==> src/rtl/fetch_unit.sv <==
// Instruction fetch: one outstanding imem request, 2-entry in-order decode FIFO with PC/fault tags.
// Accept-to-inst_valid is 3 cycles with zero-wait memory; pc_ready drops while busy, full or flushing.
module fetch_unit #(
  parameter int                MXLEN    = 32,
  parameter logic [MXLEN-1:0]  NOP_INST = 'h13
) (
  input  logic             CLK,
  input  logic             RST_N,
  input  logic [MXLEN-1:0] pc_val,
  input  logic             pc_valid,
  output logic             pc_ready,
  input  logic             flush,
  output logic             imem_req,
  output logic [MXLEN-1:0] imem_addr,
  input  logic             imem_gnt,
  input  logic             imem_rvalid,
  input  logic [MXLEN-1:0] imem_rdata,
  input  logic             imem_err,
  output logic             inst_valid,
  output logic [MXLEN-1:0] inst_data,
  output logic [MXLEN-1:0] inst_pc,
  output logic [1:0]       inst_fault,
  input  logic             inst_ready
);

  typedef enum logic [2:0] {IDLE, REQ, WAIT, DRAIN_REQ, DRAIN} state_t;

  typedef struct packed {
    logic [MXLEN-1:0] dat;
    logic [MXLEN-1:0] pc;
    logic [1:0]       flt;
  } ent_t;

  state_t     state, state_nxt;
  ent_t       head, tail, push_ent;
  logic [1:0] count;
  logic       accept, misal, push, pop;

  assign pc_ready   = (state == IDLE) && (count != 2'd2) && !flush && RST_N;
  assign accept     = pc_valid && pc_ready;
  assign misal      = pc_val[1:0] != 2'b00;
  assign pop        = (count != 2'd0) && inst_ready && !flush;

  assign inst_valid = count != 2'd0;
  assign inst_data  = head.dat;
  assign inst_pc    = head.pc;
  assign inst_fault = head.flt;

  always_comb begin
    state_nxt    = state;
    push         = 1'b0;
    push_ent.dat = '0;
    push_ent.pc  = '0;
    push_ent.flt = 2'b00;
    case (state)
      IDLE: begin
        if (accept) begin
          if (misal) begin
            push         = 1'b1;
            push_ent.dat = NOP_INST;
            push_ent.pc  = pc_val;
            push_ent.flt = 2'b01;
          end else begin
            state_nxt = REQ;
          end
        end
      end
      REQ: begin
        // A grant coinciding with flush still leaves one response to discard.
        if (imem_gnt)   state_nxt = flush ? DRAIN : WAIT;
        else if (flush) state_nxt = DRAIN_REQ;
      end
      WAIT: begin
        if (imem_rvalid) begin
          state_nxt = IDLE;
          if (!flush) begin
            push         = 1'b1;
            push_ent.dat = imem_err ? NOP_INST : imem_rdata;
            push_ent.pc  = imem_addr;
            push_ent.flt = imem_err ? 2'b10 : 2'b00;
          end
        end else if (flush) begin
          state_nxt = DRAIN;
        end
      end
      DRAIN_REQ: if (imem_gnt)    state_nxt = DRAIN;
      DRAIN:     if (imem_rvalid) state_nxt = IDLE;
      default:   state_nxt = IDLE;
    endcase
  end

  always_ff @(posedge CLK or negedge RST_N) begin
    if (!RST_N) state <= IDLE;
    else        state <= state_nxt;
  end

  always_ff @(posedge CLK or negedge RST_N) begin
    if (!RST_N) begin
      imem_req  <= 1'b0;
      imem_addr <= '0;
      head      <= '0;
      tail      <= '0;
      count     <= 2'd0;
    end else begin
      imem_req <= (state_nxt == REQ) || (state_nxt == DRAIN_REQ);
      if (state == IDLE && accept && !misal) imem_addr <= pc_val;

      if (flush) begin
        count <= 2'd0;
      end else begin
        case ({push, pop})
          2'b10: begin
            if (count == 2'd0) head <= push_ent;
            else               tail <= push_ent;
            count <= count + 2'd1;
          end
          2'b01: begin
            if (count == 2'd2) head <= tail;
            count <= count - 2'd1;
          end
          2'b11: begin
            if (count == 2'd1) begin
              head <= push_ent;
            end else begin
              head <= tail;
              tail <= push_ent;
            end
          end
          default: ;
        endcase
      end
    end
  end

endmodule
==> config.mk <==
export PLATFORM = sky130hd
export DESIGN_NAME = fetch_unit
export DESIGN_NICKNAME = d
export VERILOG_FILES = /design/src/rtl/fetch_unit.sv
export SDC_FILE = /design/constraint.sdc
export NUM_CORES = 1
export LEC_CHECK = 0
export CELL_PAD_IN_SITES_DETAIL_PLACEMENT = 0
export CELL_PAD_IN_SITES_GLOBAL_PLACEMENT = 1
export CORE_MARGIN = 8
export CORE_UTILIZATION = 40
export DETAILED_ROUTE_END_ITERATION = 6
export PLACE_DENSITY_LB_ADDON = 0.1
export SETUP_SLACK_MARGIN = 0.2
export SYNTH_ARGS = -nofsm -noshare
export SYNTH_HDL_FRONTEND = slang
export SYNTH_SLANG_ARGS = --single-unit
export TNS_END_PERCENT = 50
==> constraint.sdc <==
create_clock -name CLK -period 3.1 [get_ports CLK]
set_input_delay 0.31 -clock CLK [delete_from_list [all_inputs] [get_ports CLK]]
set_output_delay 0.31 -clock CLK [all_outputs]
set_load 0.005 [all_outputs]
==> out/results.ini <==
[cells_and_area]
drive_above_1_share_pct = 17.10
most_frequent_cells_in_the_layout = 171 x clkdlybuf4s50_1, 170 x dfrtp_1, 87 x mux2_2
areaGrowthSynthToFinish_pct = 30.17
stdcell_count = 1234
finish.instance_area_um2 = 11060
layout.cells.most_common = clkdlybuf4s50_1
antenna_diode_count = 0
layout.nets = 1021
finish.utilization_pct = 52.76

[placement]
gp_congestion = 0.8021
dp_hpwl_um = 16420
placed_cells = 1202
io_buffer_count = 172
preCtsSetupSlack_ns = 0.2895
post_dp_cell_area_um2 = 10520

[sta]
timing_max_transition_violations_final = 0
setup_violations = 0
setup_ws_final_ns = 0.3410
fmax_ghz = 0.3625
worst_clock_skew_ns = 0.008757
rsz_0062_raised_after_global_routing = no
max_slew.worst_pin.slew_ns = 1.065
worst_slew_margin_rel_pct = 28.98
report.final.hold_viol_count = 0
finalSetupTns_ns = 0
fin_crit_ns = 2.759
fin_crit_sh_pct = 89.00

[power]
cellLeakagePower_nw = 4.728
powerDensity_nw_per_um2 = 674.8
power.switching_w = 0.002253
netSwitchingFraction_pct = 30.20
p_seq_share_pct = 43.0
combinationalPowerShare_pct = 30.9
power.clock.fraction_pct = 26.1
internal_power_w = 0.005207
peakVddDrop_mv = 0.4080

[synthesis]
synthesis.instances = 813
yosys.area.top_type_share_pct = 50.09
number_of_synthesized_register_bits = 170
avgSynthCellArea_um2 = 10.45
async_reset_ff_share_pct = 100.0
synth_cell_type_count = 48
synth_area_leader_cell = dfrtp_1
synthesis.nets = 888
post_synth_instance_area_um2 = 8493
yosysWarningCount = 0
synth.yosys.seq_area_share_pct = 50.09
yosys-top-cells-area = dfrtp_1 50%, mux2_2 12%, o21ai_0 3.9%
synth_enable_flop_cells = 0
synth_top_flop_cell = dfrtp_1

[min_path]
hold_path.class = in -> async

[setup_path]
startpoint_type = flop
timing.critical_path.from = count[0]
critPathKind = reg -> out
path_delay_family = simple AND/OR/NAND/NOR gates
ff2ff_setup_slack_ns = 0.48
worst_reg_to_reg_cells = 7
worstPathRequired_ns = 2.79
worst_setup_path_end_kind = primary output
crit_buf_inv = 2
critical_path_peak_fanout = 8
crit-reg2reg-capture = inst_pc[10]
cp_cell_sequence = inv_1 -> ha_1 -> or4b_4 -> nor3_1 -> clkdlybuf4s50_1
r2r_start = count[0]
critical_path.max_stage_delay_ns = 0.59
critical_path.slowest_cell = or4b_4
worst_ep_arrival_time_ns = 2.45

[clocking]
clk_transition_reported_paths_ns = 0.07
cts_num_sinks = 170
cts_root_buffer = clkbuf_16
tritoncts = built
cts_made_buffers = 17
clk-insertion-delay-late_ns = 0.43
cts.htree.levels = 4
cts-root-to-sink-buffers = 2

[run]
cap_violations = 0

[route]
drt_iter0_drc = 329
drt_wl_cell_um = 20.65
drtAntennaViolNets = 0
drc_violation_count_after_routing = 0
wl_met1_um = 10870
top_signal_layer_used = met4
dr_wl_met3_um = 1833
total_wire_length_after_detailed_routing_um = 25490
detail_route.first_pass.iterations = 6
dr_wl_met2_um = 12300
viasPerCell = 5.731
detailroute.via_count = 7072

[floorplanning]
core_area_um2 = 20960
die_h_um = 161.7
die_w_um = 161.7
initial_utilization_pct = 40.53
floorplan.die_area_um2 = 26150
row_count = 53
pin_count = 173

[grt]
grt.overflow.total = 0
grt_first_pass_wirelength_um = 41230
grt_max_degree = 171
grt_util_all_layers_pct = 19.59
antenna_found_initial = 0
vias_in_the_first_global_route = 7533

[outcome]
status = finished clean

[power groups by stage]
stage	sequential, W	combinational (W)	clock (W)
finish	0.00321	0.00231	0.00195
global route	0.00329	0.00252	0.00209
CTS	0.00321	0.00235	0.00200
detailed placement	0.00324	0.00234	0
global placement	0.00323	0.00229	0
floorplan	0.00317	0.000862	0
[synthesized netlist by cell type (all sizes together), types with 2 or more instances]
| master | number |
|---|---|
| and4 | 8 |
| a31oi | 33 |
| nor2 | 21 |
| nor3b | 30 |
| a211oi | 7 |
| or3b | 2 |
| nand3 | 32 |
| and2 | 10 |
| o21ai | 68 |
| buf | 25 |
| mux2i | 9 |
| nand4 | 24 |
| ha | 3 |
| nor3 | 39 |
| a21oi | 38 |
| o31ai | 36 |
| o211a | 23 |
| nand2 | 54 |
| dfrtp | 170 |
| nor4b | 2 |
| a32o | 2 |
| clkbuf | 59 |
| inv | 12 |
| mux2 | 90 |
| o32ai | 3 |
[registers in the layout, indices dropped and copies added (netlist names)]
signal / flops
inst_pc: 32
count: 2
tail: 66
state: 3
inst_fault: 2
imem_addr: 32
imem_req: 1
inst_data: 32
[metrics by stage]
stage                     hold WS [ns]  power (W)
after detailed placement        0.4901   0.005574
final                          0.01032   0.007461
after floorplan                0.01441   0.004036
after global placement          0.4785   0.005518
after CTS                       0.1344   0.007560
after global routing            0.1347   0.007900
[cells by family (layout without fill, tap and decap cells)]
family / Yosys count / after routing / synth area share, %
flops: 170 / 170 / 50.09
xor+xnor: 1 / 1 / 0.1031
mux: 99 / 99 / 12.99
fa+ha+maj: 3 / 3 / 0.4420
simple gates: 229 / 229 / 14.79
compound gates: 215 / 215 / 16.56
buf+inv: 96 / 242 / 5.023
[worst register-to-register path, stage by stage (launching register included)]
cell and delay [ns]:
dfrtp_1 0.37, inv_1 0.08, ha_1 0.27, or4b_4 0.59, o311a_1 0.51, buf_4 0.30, o21ai_0 0.24, o31ai_1 0.12
[how the worst max path moves through the flow]
stage	slack, ns	cells past startpoint	endpoint
2_1_floorplan	0.81	9	tail[63]
4_1_cts	0.30	5	pc_ready
3_5_place_dp	0.29	5	inst_data[7]
6_report	0.34	5	pc_ready
3_3_place_gp	0.36	7	inst_fault[1]
5_1_grt	0.23	5	pc_ready
[cell type report]
| type | instances | area [µm²] |
|---|---|---|
| multi-input cells | 547 | 3902 |
| flip-flops and latches | 170 | 4254 |
| inverters | 12 | 45.04 |
| well taps | 275 | 344.1 |
| clock buffers | 19 | 432.9 |
| repair buffers | 198 | 1981 |
| clock inverters | 13 | 96.34 |
| fillers | 1871 | 9899 |
[repair_timing]
action | in CTS | in global routing
resized for setup | 1 | 0
setup buffers | 0 | 0
setup endpoints to repair | 1 | 0
hold buffers | 0 | 0
[per-layer routing]
layer	vias to the layer above	track usage [%]
li1	3273	-
met1	3531	24.10
met2	233	32.43
met3	35	5.644
met4	0	6.776
met5	-	0
Note: power is estimated with default switching activity, not from simulation.
